### src/rtl/uart_pkg.sv
// Shared types and constants for the UART receive framer: FSM states,
// default frame parameters and the bit positions of the registered status pulses.
package uart_pkg;

    typedef enum logic [2:0] {
        HUNT,
        LEN,
        PAYLOAD,
        CHK,
        DRAIN
    } state_e;

    localparam logic [7:0] SOF_DEFAULT     = 8'hA5;
    localparam int         MAX_LEN_DEFAULT = 16;
    localparam int         TIMEOUT_DEFAULT = 240;

    localparam int PULSE_W       = 5;
    localparam int P_FRAME_OK    = 0;
    localparam int P_ERR_CHK     = 1;
    localparam int P_ERR_LEN     = 2;
    localparam int P_ERR_TIMEOUT = 3;
    localparam int P_ERR_OVERRUN = 4;

    // Width of an index or counter covering 0..n-1; never narrower than one bit.
    function automatic int idx_width(input int n);
        return (n > 1) ? $clog2(n) : 1;
    endfunction

endpackage

### src/rtl/uart_frame_buf.sv
// Payload store for one frame: DEPTH x 8 register file, one synchronous write
// port and one asynchronous read port.
module uart_frame_buf
    import uart_pkg::*;
#(
    parameter int DEPTH  = MAX_LEN_DEFAULT,
    parameter int ADDR_W = idx_width(DEPTH)
) (
    input  logic              clk,
    input  logic              wr_en,
    input  logic [ADDR_W-1:0] wr_addr,
    input  logic [7:0]        wr_data,
    input  logic [ADDR_W-1:0] rd_addr,
    output logic [7:0]        rd_data
);

    logic [7:0] mem_q [DEPTH];

    // NOTE: the array has no reset; every location is written before DRAIN can read it.
    always_ff @(posedge clk) begin
        if (wr_en) begin
            mem_q[wr_addr] <= wr_data;
        end
    end

    assign rd_data = mem_q[rd_addr];

endmodule

### src/rtl/uart_rx_framer.sv
// Frame controller behind the UART byte receiver: hunts SOF, collects a
// length-prefixed payload, checks its XOR sum and streams good payloads out.
module uart_rx_framer
    import uart_pkg::*;
#(
    parameter logic [7:0] SOF     = SOF_DEFAULT,
    parameter int         MAX_LEN = MAX_LEN_DEFAULT,
    parameter int         TIMEOUT = TIMEOUT_DEFAULT
) (
    input  logic       clk,
    input  logic       rst,
    input  logic       clk_en,
    input  logic       rx_valid,
    input  logic [7:0] rx_data,
    output logic       out_valid,
    output logic [7:0] out_data,
    output logic       out_last,
    input  logic       out_ready,
    output logic       frame_ok,
    output logic       err_chk,
    output logic       err_len,
    output logic       err_timeout,
    output logic       err_overrun,
    output logic       busy
);

    localparam int         PTR_W     = idx_width(MAX_LEN);
    localparam int         LEN_W     = $clog2(MAX_LEN + 1);
    localparam int         GAP_W     = idx_width(TIMEOUT);
    localparam logic [7:0] MAX_LEN_B = 8'(MAX_LEN);

    state_e               state_q, state_d;
    logic [PTR_W-1:0]     wr_ptr_q, wr_ptr_d;
    logic [PTR_W-1:0]     rd_ptr_q, rd_ptr_d;
    logic [LEN_W-1:0]     len_q, len_d;
    logic [7:0]           acc_q, acc_d;
    logic [GAP_W-1:0]     gap_q, gap_d;
    logic [PULSE_W-1:0]   pulse_q, pulse_d;

    logic                 len_bad;
    logic                 wr_done;
    logic                 rd_done;
    logic                 timed;
    logic                 gap_expire;
    logic                 xfer;
    logic                 buf_wr_en;
    logic [7:0]           buf_rd_data;

    // The LEN byte is range-checked at full 8-bit width, before it is narrowed into len.
    assign len_bad    = (rx_data == 8'd0) || (rx_data > MAX_LEN_B);
    assign wr_done    = (LEN_W'(wr_ptr_q) == (len_q - LEN_W'(1)));
    assign rd_done    = (LEN_W'(rd_ptr_q) == (len_q - LEN_W'(1)));
    assign timed      = (state_q == LEN) || (state_q == PAYLOAD) || (state_q == CHK);
    assign gap_expire = timed && clk_en && !rx_valid && (gap_q == GAP_W'(TIMEOUT - 1));
    assign xfer       = (state_q == DRAIN) && out_ready;
    assign buf_wr_en  = (state_q == PAYLOAD) && rx_valid;

    uart_frame_buf #(
        .DEPTH  (MAX_LEN),
        .ADDR_W (PTR_W)
    ) u_buf (
        .clk     (clk),
        .wr_en   (buf_wr_en),
        .wr_addr (wr_ptr_q),
        .wr_data (rx_data),
        .rd_addr (rd_ptr_q),
        .rd_data (buf_rd_data)
    );

    // NOTE: sequential state is assigned only with <=, so every flop samples pre-edge values.
    always_ff @(posedge clk or posedge rst) begin
        if (rst) begin
            state_q <= HUNT;
        end else begin
            state_q <= state_d;
        end
    end

    // NOTE: every always_comb output gets a default first, so no path can infer a latch.
    always_comb begin
        state_d = state_q;
        case (state_q)
            HUNT: begin
                if (rx_valid && (rx_data == SOF)) state_d = LEN;
            end
            LEN: begin
                if (gap_expire)    state_d = HUNT;
                else if (rx_valid) state_d = len_bad ? HUNT : PAYLOAD;
            end
            PAYLOAD: begin
                if (gap_expire)               state_d = HUNT;
                else if (rx_valid && wr_done) state_d = CHK;
            end
            CHK: begin
                if (gap_expire)    state_d = HUNT;
                else if (rx_valid) state_d = (rx_data == acc_q) ? DRAIN : HUNT;
            end
            DRAIN: begin
                if (xfer && rd_done) state_d = HUNT;
            end
            default: state_d = HUNT;
        endcase
    end

    always_comb begin
        wr_ptr_d = wr_ptr_q;
        rd_ptr_d = rd_ptr_q;
        len_d    = len_q;
        acc_d    = acc_q;
        pulse_d  = '0;

        // Gap counter only lives in the receiving states; any byte restarts it.
        if (!timed || rx_valid || gap_expire) begin
            gap_d = '0;
        end else if (clk_en) begin
            gap_d = gap_q + GAP_W'(1);
        end else begin
            gap_d = gap_q;
        end

        if (gap_expire) begin
            pulse_d[P_ERR_TIMEOUT] = 1'b1;
        end

        case (state_q)
            LEN: begin
                if (rx_valid) begin
                    if (len_bad) begin
                        pulse_d[P_ERR_LEN] = 1'b1;
                    end else begin
                        len_d    = LEN_W'(rx_data);
                        acc_d    = rx_data;
                        wr_ptr_d = '0;
                    end
                end
            end
            PAYLOAD: begin
                if (rx_valid) begin
                    acc_d    = acc_q ^ rx_data;
                    wr_ptr_d = wr_ptr_q + PTR_W'(1);
                end
            end
            CHK: begin
                if (rx_valid) begin
                    if (rx_data == acc_q) begin
                        pulse_d[P_FRAME_OK] = 1'b1;
                        rd_ptr_d            = '0;
                    end else begin
                        pulse_d[P_ERR_CHK] = 1'b1;
                    end
                end
            end
            DRAIN: begin
                if (rx_valid) pulse_d[P_ERR_OVERRUN] = 1'b1;
                if (xfer)     rd_ptr_d = rd_ptr_q + PTR_W'(1);
            end
            default: ;
        endcase
    end

    always_ff @(posedge clk or posedge rst) begin
        if (rst) begin
            wr_ptr_q <= '0;
            rd_ptr_q <= '0;
            len_q    <= '0;
            acc_q    <= '0;
            gap_q    <= '0;
            pulse_q  <= '0;
        end else begin
            wr_ptr_q <= wr_ptr_d;
            rd_ptr_q <= rd_ptr_d;
            len_q    <= len_d;
            acc_q    <= acc_d;
            gap_q    <= gap_d;
            pulse_q  <= pulse_d;
        end
    end

    always_comb begin
        busy        = (state_q != HUNT);
        out_valid   = (state_q == DRAIN);
        out_last    = (state_q == DRAIN) && rd_done;
        // Buffer contents are undefined after reset, so the data bus is gated to zero outside DRAIN.
        out_data    = (state_q == DRAIN) ? buf_rd_data : 8'h00;
        frame_ok    = pulse_q[P_FRAME_OK];
        err_chk     = pulse_q[P_ERR_CHK];
        err_len     = pulse_q[P_ERR_LEN];
        err_timeout = pulse_q[P_ERR_TIMEOUT];
        err_overrun = pulse_q[P_ERR_OVERRUN];
    end

endmodule

### config.mk
export PLATFORM = sky130hd
export DESIGN_NAME = uart_rx_framer
export DESIGN_NICKNAME = d
export VERILOG_FILES = /design/src/rtl/uart_pkg.sv /design/src/rtl/uart_frame_buf.sv /design/src/rtl/uart_rx_framer.sv
export SDC_FILE = /design/constraint.sdc
export NUM_CORES = 1
export LEC_CHECK = 0
export CORE_MARGIN = 5
export CORE_UTILIZATION = 45
export CTS_CLUSTER_SIZE = 30
export DETAILED_ROUTE_END_ITERATION = 16
export GPL_TIMING_DRIVEN = 0
export PLACE_DENSITY = 0.68
export SLEW_MARGIN = 10
export SYNTH_ARGS = -nofsm -noshare
export SYNTH_HDL_FRONTEND = slang
export SYNTH_SLANG_ARGS = --single-unit
### constraint.sdc
create_clock -name clk -period 2.43 [get_ports clk]
set_clock_uncertainty 0.05 [all_clocks]
set_input_delay 0.486 -clock clk [delete_from_list [all_inputs] [get_ports clk]]
set_output_delay 0.486 -clock clk [all_outputs]
set_load 0.02 [all_outputs]
==> results of run 1 <==
==> stage by stage <==
stage / area (um^2) / worst slack [ps]
after detailed placement: 7840 / -987
final: 8930 / -594
after global routing: 8930 / -636
after global placement: 7720 / -1450
after floorplan: 7180 / -35.4
after CTS: 8880 / -618
==> layout make-up <==
cell class / instances / share of cell area, %
Inverter: 17 / 0.714
Buffer: 19 / 2.04
Multi-Input combinational cell: 236 / 27.6
Tap cell: 216 / 3.03
Clock buffer: 24 / 5.36
Sequential cell: 165 / 53.4
Timing Repair Buffer: 60 / 6.97
Clock inverter: 8 / 0.826
==> what timing repair did <==
action,CTS,global route
setup buffers,20,4
gates resized for setup,131,18
endpoints found under the setup margin,155,124
gates cloned,2,0
endpoints found under the hold margin,0,0
pin swaps,13,9
==> power by group through the flow <==
stage,Combinational [W],Sequential (W),Clock (W)
after detailed placement,0.00107,0.00340,0
final,0.00127,0.00341,0.00255
after CTS,0.00125,0.00340,0.00256
after global placement,0.00100,0.00339,0
after floorplan,0.000779,0.00337,0
after global routing,0.00138,0.00343,0.00270
==> Yosys cell counts (9+ instances only) <==
library cell,number,area share [%]
nor2_1,21,1.1
o21ai_0,9,0.63
nand2_1,22,1.2
nor4_1,9,0.78
clkbuf_1,13,0.68
edfxtp_1,128,54
mux4_2,40,13
nor3_1,12,0.84
inv_1,17,0.89
xnor2_1,16,2.0
dfrtp_1,37,13
and2_1,10,0.87
==> kinds of logic after synthesis <==
group	after synthesis	synth area share, %
xor+xnor	23	3.00
simple gates	108	7.95
mux	50	14.1
compound gates	48	4.62
buf+inv	40	2.63
flops	165	66.5
fa+ha+maj	7	1.22
==> layer usage <==
metal | vias to the layer above | share of wire, % | global-route usage, %
li1 | 1879 | - | -
met1 | 2194 | 41 | 24.4
met2 | 151 | 51 | 30.8
met3 | 27 | 6.1 | 5.66
met4 | 0 | 1.9 | 5.15
met5 | - | 0 | 0
==> worst max-delay path by stage <==
stage,startpoint,end
2_1_floorplan,state_q[2]$_DFFE_PP0P_,u_buf.mem_q[11][0]$_DFFE_PP_
3_3_place_gp,rx_valid,u_buf.mem_q[0][6]$_DFFE_PP_
3_5_place_dp,rd_ptr_q[1]$_DFFE_PP0P_,out_data[0]
4_1_cts,rd_ptr_q[0]$_DFFE_PP0P_,out_data[5]
5_1_grt,rd_ptr_q[0]$_DFFE_PP0P_,out_data[6]
6_report,rd_ptr_q[0]$_DFFE_PP0P_,out_data[6]
==> flip-flops by register name, indices dropped and copies added (netlist names) <==
name	flops
acc_q	8
gap_q	8
len_q	5
pulse_q	5
rd_ptr_q	4
state_q	3
u_buf.mem_q	128
wr_ptr_q	4
==> worst reg2reg max path, delay by kind of cell, from the launching register on <==
family / cells / cell delay [ps]
simple gates: 3 / 900
buf+inv: 3 / 630
flops: 1 / 390
==> impl_summary.log, run 1 <==
[metrics] status: complete, but fails checks
[metrics] failing checks: setup timing
[metrics] maxcap violations: 0
[metrics] Floorplan Core Area: 15800 um^2
[metrics] slowest cell delay on critical path: 500 ps
[metrics] worst hold margin: 325 ps
[metrics] hold path startpoint: clk_en
[metrics] first-pass GRT wire length: 25.2 mm
[metrics] clock period minus worst slack: 3020 ps
[metrics] CTS tree: built
[metrics] clock slew at reported path FFs: 60 ps
[metrics] share of power burned in combinational logic: 17.6%
[metrics] kind of start point of the critical path: register
[metrics] clock insertion delay at the later pin of the skew report: 430 ps
[metrics] fin. max-slew vios: 0
[metrics] number of clock buffers inserted by TritonCTS: 17
[metrics] power share of the sequential group: 47.2%
[metrics] P per Cell Area: 809 nW/um^2
[metrics] data arrival time of the critical path: 2490 ps
[metrics] IO Count: 29
[metrics] net count of the mapped netlist: 461
[metrics] post-synthesis instance area: 7170 um^2
[metrics] I/O Buffers: 27
[metrics] Area Overhead vs Synth: 24.5%
[metrics] endpoint class of the critical path: output pin
[metrics] top library cells by usage in the layout, fill and taps aside: edfxtp_1 (128), mux4_2 (40), dfrtp_1 (34)
[metrics] EDFF count, synth: 128
[metrics] static leakage: 3.13 nW
[metrics] Synth cell types: 53
[metrics] vias in the first global route: 4304
[metrics] internal portion of total power: 0.00529 W
[metrics] buffers and inverters on the worst path: 4
[metrics] worst slew margin relative to its limit: 38.7%
[metrics] most common cell after layout, fill and taps aside: edfxtp_1
[metrics] ordered cell list for the critical path: buf_12 > buf_12 > buf_6 > mux4_2 > mux4_2 > and2_4 > buf_6
[metrics] placed insts: 692
[metrics] area of combinational cells with multiple inputs: 2470 um^2
[metrics] Sw Share: 26.9%
[metrics] Cell Rows: 46
[metrics] filler instances: 1211
[metrics] number of H-tree levels: 4
[metrics] async set-or-reset flop fraction in the synthesized netlist: 22.4%
[metrics] required time at the endpoint of the critical path: 1890 ps
[metrics] Max IR drop VDD: 0.000521 V
[metrics] DRC Markers: 0
[metrics] commonest register cell after synthesis: edfxtp_1
[metrics] remaining antenna violation count: 0
[metrics] setup slack on the worst flop-to-flop path: 150 ps
[metrics] gate count after technology mapping: 441
[metrics] die area: 18600 um^2
[metrics] end of the worst hold path: gap_q[0]$_DFFE_PP0P_
[metrics] Post-Syn Area per Cell: 16.3 um^2
[metrics] category of cells accounting for the largest share of critical-path delay: multiplexers
[metrics] final setup violation count: 9
[metrics] Die X-Extent: 136 um
[metrics] Register-to-Register Path Depth: 6
[metrics] clock root cell: clkbuf_16
[metrics] filler-free cell count of the finished design: 745
[metrics] maximum clock frequency: 0.331 GHz
[metrics] DIE HEIGHT: 136 um
[metrics] total routed wirelength: 16.3 mm
[metrics] reg-to-reg critical path startpoint: state_q[1]$_DFFE_PP0P_
[metrics] Least-Margin Pin Slew: 919 ps
[metrics] final core area utilization: 56.6%
[metrics] synthesis warning total: 0
[metrics] DR pass1 iterations: 5
[metrics] Max FO, Critical Path: 7
[metrics] detail-routed net length per standard cell: 21.9 um
[metrics] Setup WS post-layout: -594 ps
[metrics] CP max stage cell: mux4_2
[metrics] net switching component of the power: 0.00194 W
[metrics] initial DRC count: 480
[metrics] cell depth of the worst hold path: 3
[metrics] RSZ-0062 raised after global routing: true
[metrics] category of the most critical setup path: reg2out
[metrics] final hold violations: 0
[metrics] post-synthesis sequential area ratio: 66.5%
[metrics] overall routing resource usage: 18.7%
[metrics] via total after detailed routing: 4251
[metrics] GPL Wtd Cong: 0.827
[metrics] vias per cell: 5.71
[metrics] final worst-path cycle share: 124%
[metrics] placed wire-length estimate: 10.1 mm
[metrics] remaining global-route overflow: 0
[metrics] Clock Sinks: 165
[metrics] final-layout setup total negative slack: -4430 ps
[metrics] maximum number of pins on one net before global-route repair: 38
[metrics] total stage count of the critical path: 7
[metrics] layout cell share with drive strength beyond 1: 34.2%
[metrics] number of diodes added for antenna fixing: 0
[metrics] count of hold buffers inserted by post-cts repair: 0
[metrics] R2R Path End: u_buf.mem_q[9][1]$_DFFE_PP_
[metrics] type of the tightest min-delay check: in2reg
[metrics] number of synthesized register bits: 165
[metrics] overall power consumption: 0.00723 W
[metrics] number of antenna violations at the first check in global routing: 0
[metrics] Clock Path Buffers: 2
[metrics] fraction of power consumed by the clock network: 35.2%
[metrics] fin nets: 536
[metrics] FF+latch area: 4770 um^2
[metrics] Starting Density: 45.5%
(Power assumes the default switching activity.)
==> run 2, diff against run 1 <==
==> constraint.sdc (replaced) <==
create_clock -name clk -period 2.43 [get_ports clk]
set_clock_uncertainty 0.05 [all_clocks]
set_input_delay 0.243 -clock clk [delete_from_list [all_inputs] [get_ports clk]]
set_output_delay 0.243 -clock clk [all_outputs]
set_load 0.02 [all_outputs]
==> impl_summary.log, run 2 (synthesis gave the netlist of run 1 again) <==
[metrics] status: complete, but fails checks
[metrics] failing checks: setup timing
[metrics] vias in the first global route: 4316
[metrics] worst hold margin: 86.1 ps
[metrics] Clock Path Buffers: 2
[metrics] setup slack on the worst flop-to-flop path: 120 ps
[metrics] top library cells by usage in the layout, fill and taps aside: edfxtp_1 (128), mux4_2 (40), dfrtp_1 (35)
[metrics] final setup violation count: 8
[metrics] Setup WS post-layout: -317 ps
[metrics] number of H-tree levels: 4
[metrics] required time at the endpoint of the critical path: 2140 ps
[metrics] Cell Rows: 46
[metrics] P per Cell Area: 818 nW/um^2
[metrics] cell depth of the worst hold path: 3
[metrics] number of diodes added for antenna fixing: 0
[metrics] maximum number of pins on one net before global-route repair: 38
[metrics] total routed wirelength: 16.0 mm
[metrics] maxcap violations: 0
[metrics] total stage count of the critical path: 6
[metrics] vias per cell: 5.66
[metrics] RSZ-0062 raised after global routing: true
[metrics] ordered cell list for the critical path: buf_12 > buf_12 > mux4_2 > mux4_2 > and2_4 > buf_6
[metrics] buffers and inverters on the worst path: 3
[metrics] Die X-Extent: 136 um
[metrics] CTS tree: built
[metrics] GPL Wtd Cong: 0.825
[metrics] slowest cell delay on critical path: 550 ps
[metrics] static leakage: 3.13 nW
[metrics] overall routing resource usage: 18.3%
[metrics] clock period minus worst slack: 2750 ps
[metrics] endpoint class of the critical path: output pin
[metrics] data arrival time of the critical path: 2450 ps
[metrics] Max FO, Critical Path: 7
[metrics] Clock Sinks: 165
[metrics] number of clock buffers inserted by TritonCTS: 17
[metrics] flip-flop count of the largest register after layout: 128
[metrics] clock root cell: clkbuf_16
[metrics] layout cell share with drive strength beyond 1: 32.5%
[metrics] detail-routed net length per standard cell: 21.4 um
[metrics] clock insertion delay at the later pin of the skew report: 420 ps
[metrics] final worst-path cycle share: 113%
[metrics] Floorplan Core Area: 15800 um^2
[metrics] final-layout setup total negative slack: -2400 ps
[metrics] reg-to-reg critical path startpoint: state_q[1]$_DFFE_PP0P_
[metrics] Starting Density: 45.5%
[metrics] most common cell after layout, fill and taps aside: edfxtp_1
[metrics] final hold violations: 0
[metrics] Max IR drop VDD: 0.000551 V
[metrics] I/O Buffers: 27
[metrics] largest reg by FF count: u_buf.mem_q
[metrics] DRC Markers: 0
[metrics] IO Count: 29
[metrics] Area Overhead vs Synth: 24.5%
[metrics] number of antenna violations at the first check in global routing: 0
[metrics] hold path startpoint: clk_en
[metrics] via total after detailed routing: 4224
[metrics] placed wire-length estimate: 10.2 mm
[metrics] initial DRC count: 365
[metrics] worst slew margin relative to its limit: 28.1%
[metrics] R2R Path End: u_buf.mem_q[2][1]$_DFFE_PP_
[metrics] remaining antenna violation count: 0
[metrics] final instance area: 8930 um^2
[metrics] clock slew at reported path FFs: 60 ps
[metrics] die area: 18600 um^2
[metrics] category of the most critical setup path: reg2out
[metrics] kind of start point of the critical path: register
[metrics] Area after DPL: 7840 um^2
[metrics] DIE HEIGHT: 136 um
[metrics] CP max stage cell: mux4_2
[metrics] first-pass GRT wire length: 25.0 mm
[metrics] remaining global-route overflow: 0
[metrics] DR pass1 iterations: 5
[metrics] Register-to-Register Path Depth: 6
[metrics] category of cells accounting for the largest share of critical-path delay: multiplexers
[metrics] Least-Margin Pin Slew: 1080 ps
[metrics] type of the tightest min-delay check: in2reg
[metrics] end of the worst hold path: gap_q[0]$_DFFE_PP0P_
[metrics] fin. max-slew vios: 0
[metrics] largest registers: u_buf.mem_q (128), acc_q (8), gap_q (8)
[metrics] fin nets: 538
[metrics] maximum clock frequency: 0.364 GHz
-- run 2: cell types whose count changed in the layout (fill, tap and decap cells not counted), moves of 3 or more --
cell	change
nor4_2	-4
buf_12	-3
clkdlybuf4s15_2	-4
nor4_4	+4
buf_6	-3
clkbuf_4	-3
clkdlybuf4s50_1	+4
buf_4	+5
clkinv_1	+4
-- run 2: layer usage --
layer	GRT usage, %	up-vias	share of wire (%)
met4	4.31	0	1.1
met1	24.2	2192	41
met5	0	-	0
met3	5.03	17	5.7
li1	-	1885	-
met2	30.5	130	52
-- run 2: worst register-to-register path, cell delays in order, from the launching register on --
cell and delay, ps:
dfrtp_1 360, buf_2 220, nor3b_4 230, buf_4 210, nand2_2 290, nor4_4 420, buf_4 250
-- run 2: worst max-delay path by stage --
stage | from | end
after CTS | rd_ptr_q[0]$_DFFE_PP0P_ | out_data[7]
after global routing | rd_ptr_q[0]$_DFFE_PP0P_ | out_data[3]
after floorplan | state_q[2]$_DFFE_PP0P_ | u_buf.mem_q[11][0]$_DFFE_PP_
after detailed placement | rd_ptr_q[1]$_DFFE_PP0P_ | out_data[2]
after global placement | rx_valid | u_buf.mem_q[1][5]$_DFFE_PP_
final | rd_ptr_q[0]$_DFFE_PP0P_ | out_data[1]
-- run 2: metrics by stage --
stage,power (W),worst slack [ps],cells,util [%]
global placement,0.00439,-1210,684,48.9
detailed placement,0.00447,-893,692,49.7
CTS,0.00724,-367,732,55.5
finish,0.00731,-317,746,56.6
global route,0.00760,-378,746,56.6
floorplan,0.00415,-35.4,441,-
-- run 2: where the power goes --
| part | leakage [nW] | internal (W) | switching (W) |
|---|---|---|---|
| registers | 1.64 | 0.00319 | 0.000219 |
| logic | 1.22 | 0.000600 | 0.000663 |
| clock network | 0.277 | 0.00159 | 0.00104 |
| total | 3.13 | 0.00539 | 0.00192 |
-- run 2: what timing repair did --
| item | CTS | global route |
|---|---|---|
| setup endpoints to repair | 150 | 89 |
| hold buffers | 0 | 0 |
| buffers inserted | 11 | 14 |
| gates cloned | 1 | 2 |
| pin swaps | 4 | 9 |
| gates resized for setup | 106 | 24 |
-- run 2: final cells by class --
cell class | instances | area, um^2
clock inverters | 12 | 136
multi-input cells | 236 | 2490
inverters | 17 | 63.8
repair buffers | 62 | 594
fillers | 1207 | 6840
plain buffers | 19 | 175
well taps | 216 | 270
flip-flops and latches | 165 | 4770
clock buffers | 19 | 433
